File: config.mk
export PLATFORM = sky130hd
export DESIGN_NAME = cache_fill_responder_flat
export DESIGN_NICKNAME = d
export VERILOG_FILES = /design/src/rtl/cache_fill_responder_if.sv /design/src/rtl/cache_fill_responder.sv /design/src/flat_wrapper.sv
export SDC_FILE = /design/constraint.sdc
export NUM_CORES = 1
export LEC_CHECK = 0
export BUFFER_PORTS_ARGS = -buffer_cell sky130_fd_sc_hd__buf_2
export CAP_MARGIN = 10
export CORE_MARGIN = 1
export CORE_UTILIZATION = 35
export CTS_CLUSTER_DIAMETER = 200
export CTS_CLUSTER_SIZE = 12
export DETAILED_ROUTE_END_ITERATION = 10
export MAX_ROUTING_LAYER = met4
export PLACE_DENSITY = 0.6
export RECOVER_POWER = 100
export SYNTH_ARGS = -nofsm -noshare
export SYNTH_HDL_FRONTEND = slang
export SYNTH_SLANG_ARGS = --single-unit
File: constraint.sdc
create_clock -name clk -period 5.1 [get_ports clk]
set_clock_uncertainty 0.2 [all_clocks]
set_input_delay 0.255 -clock clk [delete_from_list [all_inputs] [get_ports clk]]
set_output_delay 0.255 -clock clk [all_outputs]
set_load 0.01 [all_outputs]
File: src/rtl/cache_fill_responder_if.sv
// Fill handshake, SDRAM read port and write-snoop bundle for cache_fill_responder.
// The slave modport is the responder's view; master is the cache/controller side.
interface cache_fill_responder_if #(
  parameter int ADDR_W = 26,
  parameter int DATA_W = 16
) ();
  logic              fill_req;
  logic [ADDR_W-1:0] fill_addr;
  logic              fill_strobe;
  logic [DATA_W-1:0] fill_data;
  logic              mem_req;
  logic [ADDR_W-2:0] mem_addr;
  logic              mem_ack;
  logic              mem_rvalid;
  logic [DATA_W-1:0] mem_rdata;
  logic              snoop_we;
  logic [ADDR_W-1:0] snoop_addr;

  modport slave (
    input  fill_req, fill_addr, mem_ack, mem_rvalid, mem_rdata, snoop_we, snoop_addr,
    output fill_strobe, fill_data, mem_req, mem_addr
  );

  modport master (
    output fill_req, fill_addr, mem_ack, mem_rvalid, mem_rdata, snoop_we, snoop_addr,
    input  fill_strobe, fill_data, mem_req, mem_addr
  );
endinterface

File: src/rtl/cache_fill_responder.sv
// Fetches a 4-word line from SDRAM and streams it critical-word-first to the cache.
// Optional macro LINE_REUSE_EN keeps the last streamed line for snoop-guarded reuse.
module cache_fill_responder #(
  parameter int ADDR_W = 26,
  parameter int DATA_W = 16
) (
  input logic                   clk,
  input logic                   reset_n,
  cache_fill_responder_if.slave bus
);
  localparam int LINE_W = ADDR_W - 3;

  typedef enum logic [2:0] {
    S_IDLE,
    S_ISSUE,
    S_COLLECT,
    S_STREAM,
    S_RELEASE
  } state_e;

  state_e            state_q, state_d;
  logic [1:0]        cnt_q, cnt_d;
  logic [1:0]        idx_q, idx_d;
  logic [1:0]        crit_q, crit_d;
  logic              drop_q, drop_d;
  logic              mem_req_q, mem_req_d;
  logic [ADDR_W-2:0] mem_addr_q, mem_addr_d;
  logic [DATA_W-1:0] fill_data_q, fill_data_d;
  logic              fill_strobe_q, fill_strobe_d;
  logic [DATA_W-1:0] line_buf_q [4];
  logic              buf_we;
  logic [LINE_W-1:0] req_line;
  logic [LINE_W-1:0] held_line;
  logic [1:0]        rd_idx;
  logic              hit;
  logic              unused_addr_lsb;

  assign req_line        = bus.fill_addr[ADDR_W-1:3];
  assign held_line       = mem_addr_q[ADDR_W-2:2];
  assign rd_idx          = crit_q + idx_q;
  assign unused_addr_lsb = bus.fill_addr[0];

`ifdef LINE_REUSE_EN
  logic       valid_q, valid_d;
  logic       snooped_q, snooped_d;
  logic       snoop_hit;
  logic [2:0] unused_snoop_lsb;

  // mem_addr_q doubles as the tag of the buffered line.
  assign snoop_hit        = bus.snoop_we && (bus.snoop_addr[ADDR_W-1:3] == held_line);
  assign hit              = valid_q && (req_line == held_line) && !snoop_hit;
  assign unused_snoop_lsb = bus.snoop_addr[2:0];
`else
  logic unused_snoop;

  assign hit          = 1'b0;
  assign unused_snoop = ^{bus.snoop_we, bus.snoop_addr};
`endif

  always_comb begin
    state_d       = state_q;
    cnt_d         = cnt_q;
    idx_d         = idx_q;
    crit_d        = crit_q;
    drop_d        = drop_q;
    mem_req_d     = mem_req_q;
    mem_addr_d    = mem_addr_q;
    fill_data_d   = fill_data_q;
    fill_strobe_d = 1'b0;
    buf_we        = 1'b0;
`ifdef LINE_REUSE_EN
    valid_d   = valid_q && !snoop_hit;
    snooped_d = snooped_q ||
                (snoop_hit && (state_q inside {S_ISSUE, S_COLLECT, S_STREAM}));
`endif

    case (state_q)
      S_IDLE: begin
        if (bus.fill_req) begin
          crit_d = bus.fill_addr[2:1];
          idx_d  = 2'd0;
`ifdef LINE_REUSE_EN
          snooped_d = 1'b0;
`endif
          if (hit) begin
            state_d = S_STREAM;
          end else begin
            state_d    = S_ISSUE;
            mem_req_d  = 1'b1;
            mem_addr_d = {req_line, 2'b00};
            cnt_d      = 2'd0;
            drop_d     = 1'b0;
`ifdef LINE_REUSE_EN
            valid_d = 1'b0;
`endif
          end
        end
      end

      S_ISSUE: begin
        if (!bus.fill_req) drop_d = 1'b1;
        if (mem_req_q && bus.mem_ack) begin
          mem_req_d = 1'b0;
          state_d   = S_COLLECT;
        end
      end

      S_COLLECT: begin
        if (!bus.fill_req) drop_d = 1'b1;
        if (bus.mem_rvalid) begin
          buf_we = 1'b1;
          cnt_d  = cnt_q + 2'd1;
          if (cnt_q == 2'd3) begin
            if (drop_q || !bus.fill_req) begin
              state_d = S_RELEASE;
            end else begin
              // Emit the critical word now so the stream starts right after the last beat.
              state_d       = S_STREAM;
              fill_data_d   = (crit_q == 2'd3) ? bus.mem_rdata : line_buf_q[crit_q];
              fill_strobe_d = 1'b1;
              idx_d         = 2'd1;
            end
          end
        end
      end

      S_STREAM: begin
        fill_data_d   = line_buf_q[rd_idx];
        fill_strobe_d = (idx_q == 2'd0);
        idx_d         = idx_q + 2'd1;
        if (idx_q == 2'd3) begin
          state_d = S_RELEASE;
`ifdef LINE_REUSE_EN
          valid_d = !(snooped_q || snoop_hit);
`endif
        end
      end

      S_RELEASE: begin
        if (!bus.fill_req) state_d = S_IDLE;
      end

      default: state_d = S_IDLE;
    endcase
  end

  // Control state and outputs
  always_ff @(posedge clk) begin
    if (!reset_n) begin
      state_q       <= S_IDLE;
      cnt_q         <= 2'd0;
      idx_q         <= 2'd0;
      drop_q        <= 1'b0;
      mem_req_q     <= 1'b0;
      mem_addr_q    <= '0;
      fill_data_q   <= '0;
      fill_strobe_q <= 1'b0;
`ifdef LINE_REUSE_EN
      valid_q   <= 1'b0;
      snooped_q <= 1'b0;
`endif
    end else begin
      state_q       <= state_d;
      cnt_q         <= cnt_d;
      idx_q         <= idx_d;
      drop_q        <= drop_d;
      mem_req_q     <= mem_req_d;
      mem_addr_q    <= mem_addr_d;
      fill_data_q   <= fill_data_d;
      fill_strobe_q <= fill_strobe_d;
`ifdef LINE_REUSE_EN
      valid_q   <= valid_d;
      snooped_q <= snooped_d;
`endif
    end
  end

  // Line buffer and critical index
  always_ff @(posedge clk) begin
    crit_q <= crit_d;
    if (buf_we) line_buf_q[cnt_q] <= bus.mem_rdata;
  end

  assign bus.fill_strobe = fill_strobe_q;
  assign bus.fill_data   = fill_data_q;
  assign bus.mem_req     = mem_req_q;
  assign bus.mem_addr    = mem_addr_q;
endmodule

File: src/flat_wrapper.sv
// flat-port wrapper written by rule: the top's interface ports become plain ports
module cache_fill_responder_flat 
#(
  parameter int ADDR_W = 26,
  parameter int DATA_W = 16
)
  (clk, reset_n, bus_fill_req, bus_fill_addr, bus_mem_ack, bus_mem_rvalid, bus_mem_rdata, bus_snoop_we, bus_snoop_addr, bus_fill_strobe, bus_fill_data, bus_mem_req, bus_mem_addr);
  cache_fill_responder_if #(.ADDR_W(ADDR_W), .DATA_W(DATA_W)) bus_i ();
  input logic clk;
  input logic reset_n;
  input wire logic [$bits(bus_i.fill_req)-1:0] bus_fill_req;
  input wire logic [$bits(bus_i.fill_addr)-1:0] bus_fill_addr;
  input wire logic [$bits(bus_i.mem_ack)-1:0] bus_mem_ack;
  input wire logic [$bits(bus_i.mem_rvalid)-1:0] bus_mem_rvalid;
  input wire logic [$bits(bus_i.mem_rdata)-1:0] bus_mem_rdata;
  input wire logic [$bits(bus_i.snoop_we)-1:0] bus_snoop_we;
  input wire logic [$bits(bus_i.snoop_addr)-1:0] bus_snoop_addr;
  output wire logic [$bits(bus_i.fill_strobe)-1:0] bus_fill_strobe;
  output wire logic [$bits(bus_i.fill_data)-1:0] bus_fill_data;
  output wire logic [$bits(bus_i.mem_req)-1:0] bus_mem_req;
  output wire logic [$bits(bus_i.mem_addr)-1:0] bus_mem_addr;
  assign bus_i.fill_req = bus_fill_req;
  assign bus_i.fill_addr = bus_fill_addr;
  assign bus_i.mem_ack = bus_mem_ack;
  assign bus_i.mem_rvalid = bus_mem_rvalid;
  assign bus_i.mem_rdata = bus_mem_rdata;
  assign bus_i.snoop_we = bus_snoop_we;
  assign bus_i.snoop_addr = bus_snoop_addr;
  assign bus_fill_strobe = bus_i.fill_strobe;
  assign bus_fill_data = bus_i.fill_data;
  assign bus_mem_req = bus_i.mem_req;
  assign bus_mem_addr = bus_i.mem_addr;
  cache_fill_responder #(.ADDR_W(ADDR_W), .DATA_W(DATA_W)) u_core (.clk(clk), .reset_n(reset_n), .bus(bus_i));
endmodule
After elaboration in Yosys (flattened, before gate mapping):

Memory sizes are Yosys's and may differ from the RTL's. A register that Yosys moved wholly into a read port is not among the register bits.
Index checks and enable logic that the tools add are counted.
W data, S select, Z words.

* add/sub/neg operators: 3
* multiplexer cells: 35
* equality and inequality tests: 15
* reductions and logical operators: 18

Operators with widths (number)
* $mux W16: 4
* $pmux W16 S2: 1
* $mux W3: 7
* $pmux W3 S5: 1
* $mux W2: 6
* $mux W1: 11
* $ne A2 B2 Y1 const B: 5
* $reduce_and A3 Y1: 3
* $reduce_bool A2 Y1: 4
* $eq A2 B2 Y1 const B: 3
* $eq A3 B2 Y1 const B: 2
* $ne A2 B1 Y1 const B: 3
* $pmux W1 S2: 3
* $pmux W2 S3: 1
* $reduce_and A6 Y1: 1
* $reduce_and A5 Y1: 1
* $add A2 B1 Y2 const B: 2
* $pmux W2 S2: 1
* $reduce_and A4 Y1: 1
* $eq A3 B1 Y1 const B: 1
* $eq A3 B3 Y1 const B: 1
* $logic_not A3 Y1: 1
* $reduce_bool A3 Y1: 1
* $add A2 B2 Y2: 1
* other kinds (6): 6

* output and inout port bits: 43
* input port bits: 74
* bits in writable memories: 64
* memories kept: 1
* register bits: 51
* word-level logic and storage cells: 81

Memory list
* u_core.line_buf_q: words 4, width 16, rd ports 2, clocked after memory_dff 1, wr ports 1, line cache_fill_responder.sv:30 `logic [DATA_W-1:0] line_buf_q [4];`

Depth between registers and ports, before layout:

Gate-level depths: netlist (run 1).

* depth after elaboration: 6
* mapped depth: 8
* gate-level depth less buffers: 5

Least setup slack after synthesis (run 1):

Ideal clock, no wire load.

* path kind: reg2reg
* from: reg u_core.crit_q[0]
* to: reg u_core.fill_data_q[13], in the netlist u_core.bus.fill_data[13]
* cell stages (with the launch flop): 8
* library setup time: 0.125 ns
* buffers on the path: 2
* period minus slack after synthesis: 1.927 ns
* arrival time: 1.602 ns
* data required time: 4.775 ns
* setup slack: 3.173 ns
* path through: edfxtp_1 -> ha_1 -> clkbuf_1 -> buf_2 -> mux2i_1 -> mux2i_1 -> nor2_1 -> nor3_2

* cells in the longest elaborated chain, start to end: 6
* elaborated cells on any way between the ends: 8
* those cells by class: add/sub: 1; eq/ne: 1; mux: 5; memory: 1

Ends and longest elaborated chain
* from (decl): line cache_fill_responder.sv:24 `logic [1:0] crit_q, crit_d;`
* from (signal assigned): line cache_fill_responder.sv:180 `crit_q <= crit_d;`
* $eq A2 B2 Y1: line cache_fill_responder.sv:119 `fill_data_d = (crit_q == 2'd3) ? bus.mem_rdata : line_buf_q[crit_q];`
* $mux W16: line cache_fill_responder.sv:119
* $mux W16: line cache_fill_responder.sv:114 `if (drop_q || !bus.fill_req) begin`
* $mux W16: line cache_fill_responder.sv:113 `if (cnt_q == 2'd3) begin`
* $mux W16: line cache_fill_responder.sv:110 `if (bus.mem_rvalid) begin`
* $pmux W16 S2 *: line cache_fill_responder.sv:77 `case (state_q)`
* to (signal assigned): line cache_fill_responder.sv:169 `fill_data_q <= fill_data_d;`
* to (decl): line cache_fill_responder.sv:28 `logic [DATA_W-1:0] fill_data_q, fill_data_d;`

Mark *: on every way between the ends. The rest lies on a longest branch, timed or not. The select of a mux whose other input is x is not followed.
A chain may end at the register's enable or synchronous reset.

Worst setup path in the final report (run 1):

* from: reg u_core.state_q[1]
* to: reg u_core.fill_data_q[13], in the netlist u_core.bus.fill_data[13]

* cells in the longest elaborated chain, start to end: 3
* elaborated cells on any way between the ends: 8
* those cells by class: eq/ne: 5; mux: 1; reduce/logical: 2

Ends and longest elaborated chain
* from (decl): line cache_fill_responder.sv:21 `state_e state_q, state_d;`
* from (signal assigned): line cache_fill_responder.sv:163 `state_q <= state_d;`
* $eq A3 B2 Y1: line cache_fill_responder.sv:77
* $ne A2 B1 Y1 (no source line), or another cell as far along
* $reduce_and A4 Y1 (no source line)

Several ways; a longest one is shown, not always the timed one.

==> reports/metrics.yaml, run 1 <==
layout:
  fraction_of_final_layout_cells_with_drive_strength_greater_than_1_pct: 11.9
  layout.filler_cells: 1393
  area_growth_pct: 26.1
  multi_input_area_um2: 2160
  nets: 664
  layout.area.seq_um2: 3000
  finalInstanceArea_um2: 6830
  n_antenna_cell: 0
die:
  initial_utilization_pct: 35.8
  die_h_um: 126
  die_area_um2: 16000
  fp.dieW_um: 126
  rows: 45
  core-area_um2: 15100
  io_pins: 117
routing:
  post-route-drc-count: 0
  drt_pre_antenna_iters: 6
  finalWirelength_um: 13200
  vias_per_cell: 5.14
  drt-initial-drc-count: 276
  detailroute.via_count: 4031
  drt.antenna.violating_nets: 0
  post_drt_wl_per_cell_um: 16.9
setup_path:
  cp_max_delay_cell: "sky130_fd_sc_hd__nand4b_1"
  crit_buf_inv: 0
  setup.worst_path.end_class: "flip-flop"
  cp_cell_sequence: "and4bb_1, nand4b_1, a211oi_1, nor3_2"
  total_number_of_cells_along_the_worst_setup_path: 4
  crit_arrival_ns: 3.08
  critical_path.top_delay_family: "simple AND/OR/NAND/NOR gates"
  critPathMaxFanout: 16
  worst_r2r_path_depth: 4
  setup.worst_path.start: "u_core.state_q[1]$_SDFFE_PN0P_"
  slack_of_the_worst_reg_to_reg_path_ns: 2.10
  cp_max_stage_delay_ns: 0.91
  timing.setup.critical_path_class: "flip-flop to flip-flop"
  start_kind: "flip-flop"
  timing.rr.start: "u_core.state_q[1]$_SDFFE_PN0P_"
  critical_path_required_ns: 5.19
global_route:
  grt_pass1_vias: 4230
  first_pass_grt_wire_length_um: 21000
  grt_antenna_before_repair: 0
  grt_use_total_pct: 17.9
  grt_max_degree: 50
  grt_remaining_overflow: 0
place:
  gp_routability_congestion: 0.731
  io_buffer_count: 86
  detailed_place.area_um2: 5910
  dpl.hpwl_um: 7560
yosys:
  number_of_register_bits_inferred_by_synthesis: 117
  synth_flop_cell: "sky130_fd_sc_hd__edfxtp_1"
  synth_seq_area_share_pct: 55.5
  yosysWarningCount: 0
  count_of_flip_flops_with_a_built_in_enable_after_synthesis: 66
  syn_area_um2: 5420
  synth_cells: 467
  yosysUniqueCellTypes: 43
  asyncSetResetFlopFracSynth_pct: 0
  synthesis.area_per_instance_um2: 11.6
cts:
  cts_setup_buffers: 0
  tritoncts: "yes"
  cts-root-buf: "sky130_fd_sc_hd__clkbuf_16"
  latest_clock_arrival_within_the_worst_skew_pair_ns: 0.41
  cts_buffers: 17
  cts_max_level: 4
  clk_pin_slew_worst_paths_ns: 0.06
  cts.sink_count: 117
  maximum_clock_insertion_buffer_count: 2
sta:
  report.final.slew_viol_count: 0
  report.final.hold_viol_count: 0
  worst_slew_pin_slew_ns: 1.45
  post_route_clock_period_utilization_pct: 58.8
  min_period_ns: 3.00
  finalSetupViolations: 0
  fmax_ghz: 0.334
  rsz0062_at_grt: "false"
  slew_headroom_pct: 3.38
  finalSetupTns_ns: 0
status:
  run_status: "complete, no violations"
min_path:
  hold_path.class: "primary input to flip-flop"
  whs_path_depth: 3
  hold_start: "bus_fill_req"
pwr:
  leakage_uw: 0.00261
  vdd_drop_max_mv: 0.249
  power_density_nw_per_um2: 364
run:
  max_cap_viol_count: 0
-- worst paths after layout --
path | endpoint
worst max-delay path | u_core.bus.fill_data[13]$_SDFFE_PN0P_
worst min-delay path | u_core.state_q[2]$_SDFFE_PN0P_
worst max register to register | u_core.bus.fill_data[13]$_SDFFE_PN0P_
worst min register to register | u_core.bus.mem_addr[10]$_SDFFE_PN0P_
-- logic make-up (layout without fill, tap and decap cells) --
kind of cell / after synthesis / after routing / share of synthesized area, %
AND/OR/NAND/NOR: 122 / 122 / 11.3
flip-flops: 117 / 117 / 55.5
AO/OA/AOI/OAI: 97 / 97 / 12.0
multiplexers: 81 / 81 / 15.0
buffers and inverters: 41 / 169 / 4.18
adder cells (fa/ha/maj): 7 / 7 / 1.62
other: 1 / 2 / 0.0692
XOR/XNOR: 1 / 1 / 0.416
-- layout make-up --
class	count	share of cell area [%]
clock buffers	17	6.23
clock inverters	15	2.64
inverters	6	0.403
multi-input cells	310	31.6
well taps	188	3.45
repair buffers	131	11.7
flip-flops and latches	117	44.0
-- placed cells by master (no fill, tap or decap), types with 7 or more instances in the layout --
| master | count |
|---|---|
| sky130_fd_sc_hd__a211oi_1 | 19 |
| sky130_fd_sc_hd__a21boi_0 | 25 |
| sky130_fd_sc_hd__a21oi_1 | 21 |
| sky130_fd_sc_hd__buf_2 | 27 |
| sky130_fd_sc_hd__clkbuf_1 | 59 |
| sky130_fd_sc_hd__clkbuf_16 | 17 |
| sky130_fd_sc_hd__dfxtp_1 | 50 |
| sky130_fd_sc_hd__dlygate4sd3_1 | 42 |
| sky130_fd_sc_hd__edfxtp_1 | 66 |
| sky130_fd_sc_hd__ha_1 | 7 |
| sky130_fd_sc_hd__mux2i_1 | 81 |
| sky130_fd_sc_hd__nand2_1 | 64 |
| sky130_fd_sc_hd__nor2_1 | 21 |
| sky130_fd_sc_hd__nor3_1 | 9 |
| sky130_fd_sc_hd__nor3_2 | 7 |
| sky130_fd_sc_hd__o22ai_1 | 17 |
-- metrics by stage --
step | std cells | hold slack [ns] | utilization (%) | worst slack [ns] | power (uW)
3_3_place_gp | 710 | 0.239 | 39.0 | 2.45 | 1280
4_1_cts | 784 | 0.00424 | 45.8 | 2.39 | 2520
2_1_floorplan | 468 | 0.154 | - | 3.17 | 1220
3_5_place_dp | 710 | 0.241 | 39.0 | 2.42 | 1280
5_1_grt | 784 | 0.00309 | 45.1 | 1.93 | 2580
6_report | 784 | 0.0178 | 45.1 | 2.10 | 2490
-- registers in the layout, summed over array words and instances, names as in the netlist, 2 cells and up, named ones only --
| register | cells |
|---|---|
| u_core.bus.fill_data | 16 |
| u_core.bus.mem_addr | 23 |
| u_core.cnt_q | 2 |
| u_core.crit_q | 2 |
| u_core.idx_q | 2 |
| u_core.line_buf_q | 64 |
| u_core.state_q | 3 |
-- layer usage --
layer,share of wire [%],vias up,global-route usage [%]
li1,-,1935,-
met3,6.5,12,4.56
met5,0,-,-
met1,42,1939,19.4
met2,50,145,31.5
met4,1.1,0,6.80
-- power breakdown --
part | internal (uW) | total (uW) | switching [uW] | leakage [uW]
sequential | 1020 | 1050 | 33.9 | 0.00101
clock | 769 | 1210 | 437 | 0.000291
combinational | 107 | 229 | 122 | 0.00131
-- worst min-delay path: cells and delay by family --
kind	cells	cell delay, ns
and+or+nand+nor	1	0.11
buffers and inverters	1	0.15
AOI/OAI and AO/OA	1	0.07
-- synth_stat cells, types with 6 or more instances --
| library cell | n | area (um^2) |
|---|---|---|
| sky130_fd_sc_hd__dfxtp_1 | 51 | 1020 |
| sky130_fd_sc_hd__buf_2 | 14 | 70.1 |
| sky130_fd_sc_hd__nand2_1 | 64 | 240 |
| sky130_fd_sc_hd__o22ai_1 | 17 | 106 |
| sky130_fd_sc_hd__a21boi_0 | 6 | 45.0 |
| sky130_fd_sc_hd__mux2i_1 | 81 | 811 |
| sky130_fd_sc_hd__clkbuf_1 | 12 | 45.0 |
| sky130_fd_sc_hd__edfxtp_1 | 66 | 1980 |
| sky130_fd_sc_hd__a21oi_1 | 21 | 105 |
| sky130_fd_sc_hd__nor2_1 | 21 | 78.8 |
| sky130_fd_sc_hd__a21boi_1 | 19 | 143 |
| sky130_fd_sc_hd__ha_1 | 7 | 87.6 |
| sky130_fd_sc_hd__nor3_2 | 10 | 100 |
| sky130_fd_sc_hd__nor3_1 | 6 | 30.0 |
| sky130_fd_sc_hd__a211oi_1 | 19 | 143 |
-- repair_timing --
item / in CTS / in global routing
resized for setup: 0 / 0
hold endpoints to repair: 93 / 0
hold buffers: 42 / 0
(Power assumes the default switching activity.)
==> inputs of run 2 (changes only) <==
--- a/config.mk
+++ b/config.mk
@@ -13,7 +13,7 @@
 export CTS_CLUSTER_SIZE = 12
 export DETAILED_ROUTE_END_ITERATION = 10
 export MAX_ROUTING_LAYER = met4
-export PLACE_DENSITY = 0.6
+export PLACE_DENSITY = 0.62
 export RECOVER_POWER = 100
 export SYNTH_ARGS = -nofsm -noshare
 export SYNTH_HDL_FRONTEND = slang
==> constraint.sdc (replaced) <==
create_clock -name clk -period 2.4 [get_ports clk]
set_clock_uncertainty 0.2 [all_clocks]
set_input_delay 0.12 -clock clk [delete_from_list [all_inputs] [get_ports clk]]
set_output_delay 0.12 -clock clk [all_outputs]
set_load 0.01 [all_outputs]
==> reports/metrics.yaml, run 2 (synthesis gave the netlist of run 1 again) <==
status:
  run_status: "complete, no violations"
pwr:
  power.net_switching_uw: 1190  # +100%
  share_clk_of_total_power_pct: 47.0  # -1.5 points
  p_int_uw: 4020  # +110%
  power_switching_share_pct: 22.8  # -1.0 points
  power_density_nw_per_um2: 745  # +100%
  vdd_drop_max_mv: 0.539  # +120%
  leakage_uw: 0.00276  # +5.9%
  comb_power_share_pct: 10.8  # +1.6 points
  seqPwrFrac_pct: 42.2  # about the same
global_route:
  first_pass_grt_wire_length_um: 21000  # about the same
  grt_max_degree: 49  # -2.0%
  grt_use_total_pct: 18.0  # +0.12 points
  grt_antenna_before_repair: 0  # unchanged
  grt_pass1_vias: 4295  # +1.5%
  grt_remaining_overflow: 0  # unchanged
layout:
  finalInstanceArea_um2: 7000  # +2.5%
  layout.cells.most_common: "sky130_fd_sc_hd__mux2i_1"
  nets: 686  # +3.3%
  final_util_pct: 46.2  # +1.1 points
  layout.area.seq_um2: 3000  # unchanged
  layout.filler_cells: 1407  # +1.0%
  largest_register_ffs: 64  # unchanged
  n_antenna_cell: 0  # unchanged
  area_growth_pct: 29.3
  multi_input_area_um2: 2180  # +1.1%
  fraction_of_final_layout_cells_with_drive_strength_greater_than_1_pct: 13.3  # +1.4 points
  top_register: "u_core.line_buf_q"
  layout_common_cells: "sky130_fd_sc_hd__mux2i_1 (81), sky130_fd_sc_hd__clkbuf_1 (66), sky130_fd_sc_hd__edfxtp_1 (66)"
min_path:
  hold_path.class: "flip-flop to flip-flop"
  whs_path_depth: 2  # -1
sta:
  worst_slew_pin_slew_ns: 0.567  # -0.881 ns
  slew_headroom_pct: 62.0  # +59 points
  report.final.slew_viol_count: 0  # unchanged
  finalSetupTns_ns: 0  # unchanged
  worst_slack_ns: 0.244  # -1.86 ns
  min_period_ns: 2.16  # -0.841 ns
  report.final.hold_viol_count: 0  # unchanged
  fmax_ghz: 0.464  # +39%
  rsz0062_at_grt: "false"
  finalSetupViolations: 0  # unchanged
  post_route_clock_period_utilization_pct: 89.9  # +31 points
place:
  detailed_place.area_um2: 6090  # +3.0%
  placement.setup.worst_slack_ns: 0.455  # -1.97 ns
  dpl.hpwl_um: 7840  # +3.6%
  io_buffer_count: 86  # unchanged
  gp_routability_congestion: 0.815  # +11%
setup_path:
  setup.worst_path.start: "u_core.state_q[1]$_SDFFE_PN0P_"
  setup.worst_path.end_class: "flip-flop"
  crit-reg2reg-capture: "u_core.line_buf_q[0][1]$_DFFE_PP_"
  crit_arrival_ns: 2.03  # -1.05 ns
  start_kind: "flip-flop"
  timing.setup.critical_path_class: "flip-flop to flip-flop"
  timing.rr.start: "u_core.state_q[1]$_SDFFE_PN0P_"
  critical_path_destination: "u_core.line_buf_q[0][1]$_DFFE_PP_"
  slack_of_the_worst_reg_to_reg_path_ns: 0.24  # -1.86 ns
  critPathMaxFanout: 11  # -5
  worst_r2r_path_depth: 4  # unchanged
  critical_path_required_ns: 2.28  # -2.91 ns
run:
  max_cap_viol_count: 0  # unchanged
routing:
  post_drt_wl_per_cell_um: 16.4  # -2.6%
  finalWirelength_um: 13300  # about the same
  drt.antenna.violating_nets: 0  # unchanged
  detailroute.via_count: 4128  # +2.4%
  drt-initial-drc-count: 202  # -27%
  vias_per_cell: 5.12  # -0.39%
  post-route-drc-count: 0  # unchanged
  drt_pre_antenna_iters: 4  # -2
die:
  initial_utilization_pct: 35.8  # unchanged
  io_pins: 117  # unchanged
  die_h_um: 126  # unchanged
  fp.dieW_um: 126  # unchanged
  core-area_um2: 15100  # unchanged
  rows: 45  # unchanged
  die_area_um2: 16000  # unchanged
cts:
  latest_clock_arrival_within_the_worst_skew_pair_ns: 0.42  # about the same
  cts_setup_buffers: 0  # unchanged
  maximum_clock_insertion_buffer_count: 2  # unchanged
  cts_max_level: 4  # unchanged
  cts_buffers: 17  # unchanged
  tritoncts: "yes"
  cts.sink_count: 117  # unchanged
  clk_pin_slew_worst_paths_ns: 0.05  # about the same
  cts-root-buf: "sky130_fd_sc_hd__clkbuf_16"
-- run 2: cell count changes in the layout (fill, tap and decap cells not counted), sizes merged --
cell         previous run  this run
clkbuf                 76        90
buf                    30        35
dlygate4sd3            42        47
inv                     8         6
clkinv                  8         9
clkinvlp                2         1
-- run 2: per-layer routing --
layer,part of all wire (%),up-vias,track usage (%)
li1,-,1984,-
met1,41,1970,19.0
met2,50,147,31.1
met3,7.0,27,5.61
met4,1.9,0,7.87
met5,0,-,-
-- run 2: stage by stage --
step | total power, uW | instances | hold WS, ns
after CTS | 5280 | 806 | 0.220
after global routing | 5390 | 806 | 0.267
after floorplan | 2580 | 468 | 0.0189
after global placement | 2740 | 727 | 0.115
final | 5210 | 806 | 0.262
after detailed placement | 2760 | 727 | 0.119
-- run 2: worst min-delay path by stage --
stage	startpoint	end	slack (ns)
6_report	u_core.bus.mem_addr[7]$_SDFFE_PN0P_	u_core.bus.mem_addr[7]$_SDFFE_PN0P_	0.26
5_1_grt	bus_fill_addr[1]	u_core.crit_q[0]$_DFFE_PP_	0.27
4_1_cts	bus_fill_addr[1]	u_core.crit_q[0]$_DFFE_PP_	0.22
3_5_place_dp	bus_fill_addr[2]	u_core.crit_q[1]$_DFFE_PP_	0.12
3_3_place_gp	bus_fill_addr[1]	u_core.crit_q[0]$_DFFE_PP_	0.11
2_1_floorplan	bus_fill_addr[1]	u_core.crit_q[0]$_DFFE_PP_	0.02
-- run 2: power groups by stage --
stage	Clock [uW]	Combinational, uW	Sequential [uW]
2_1_floorplan	0	336	2250
4_1_cts	2500	584	2200
3_3_place_gp	0	509	2230
5_1_grt	2580	614	2200
3_5_place_dp	0	523	2240
6_report	2450	564	2200
-- run 2: area by class of cell --
class | instances | share of cell area (%)
multi-input combinational | 310 | 31.1
timing repair buffer | 153 | 14.0
clock inverter | 13 | 1.98
tap | 188 | 3.36
inverter | 6 | 0.393
clock buffer | 19 | 6.18
sequential | 117 | 42.9
-- run 2: what timing repair did --
action,CTS,global route
resized for setup,0,0
endpoints found under the hold margin,114,0
hold buffers,47,0
-- run 2: critical path, cell delays in order, from the launching register on --
cell and delay, ns:
sky130_fd_sc_hd__dfxtp_1 0.48, sky130_fd_sc_hd__and4bb_1 0.31, sky130_fd_sc_hd__clkbuf_1 0.27, sky130_fd_sc_hd__and2_0 0.19
sky130_fd_sc_hd__clkbuf_2 0.35
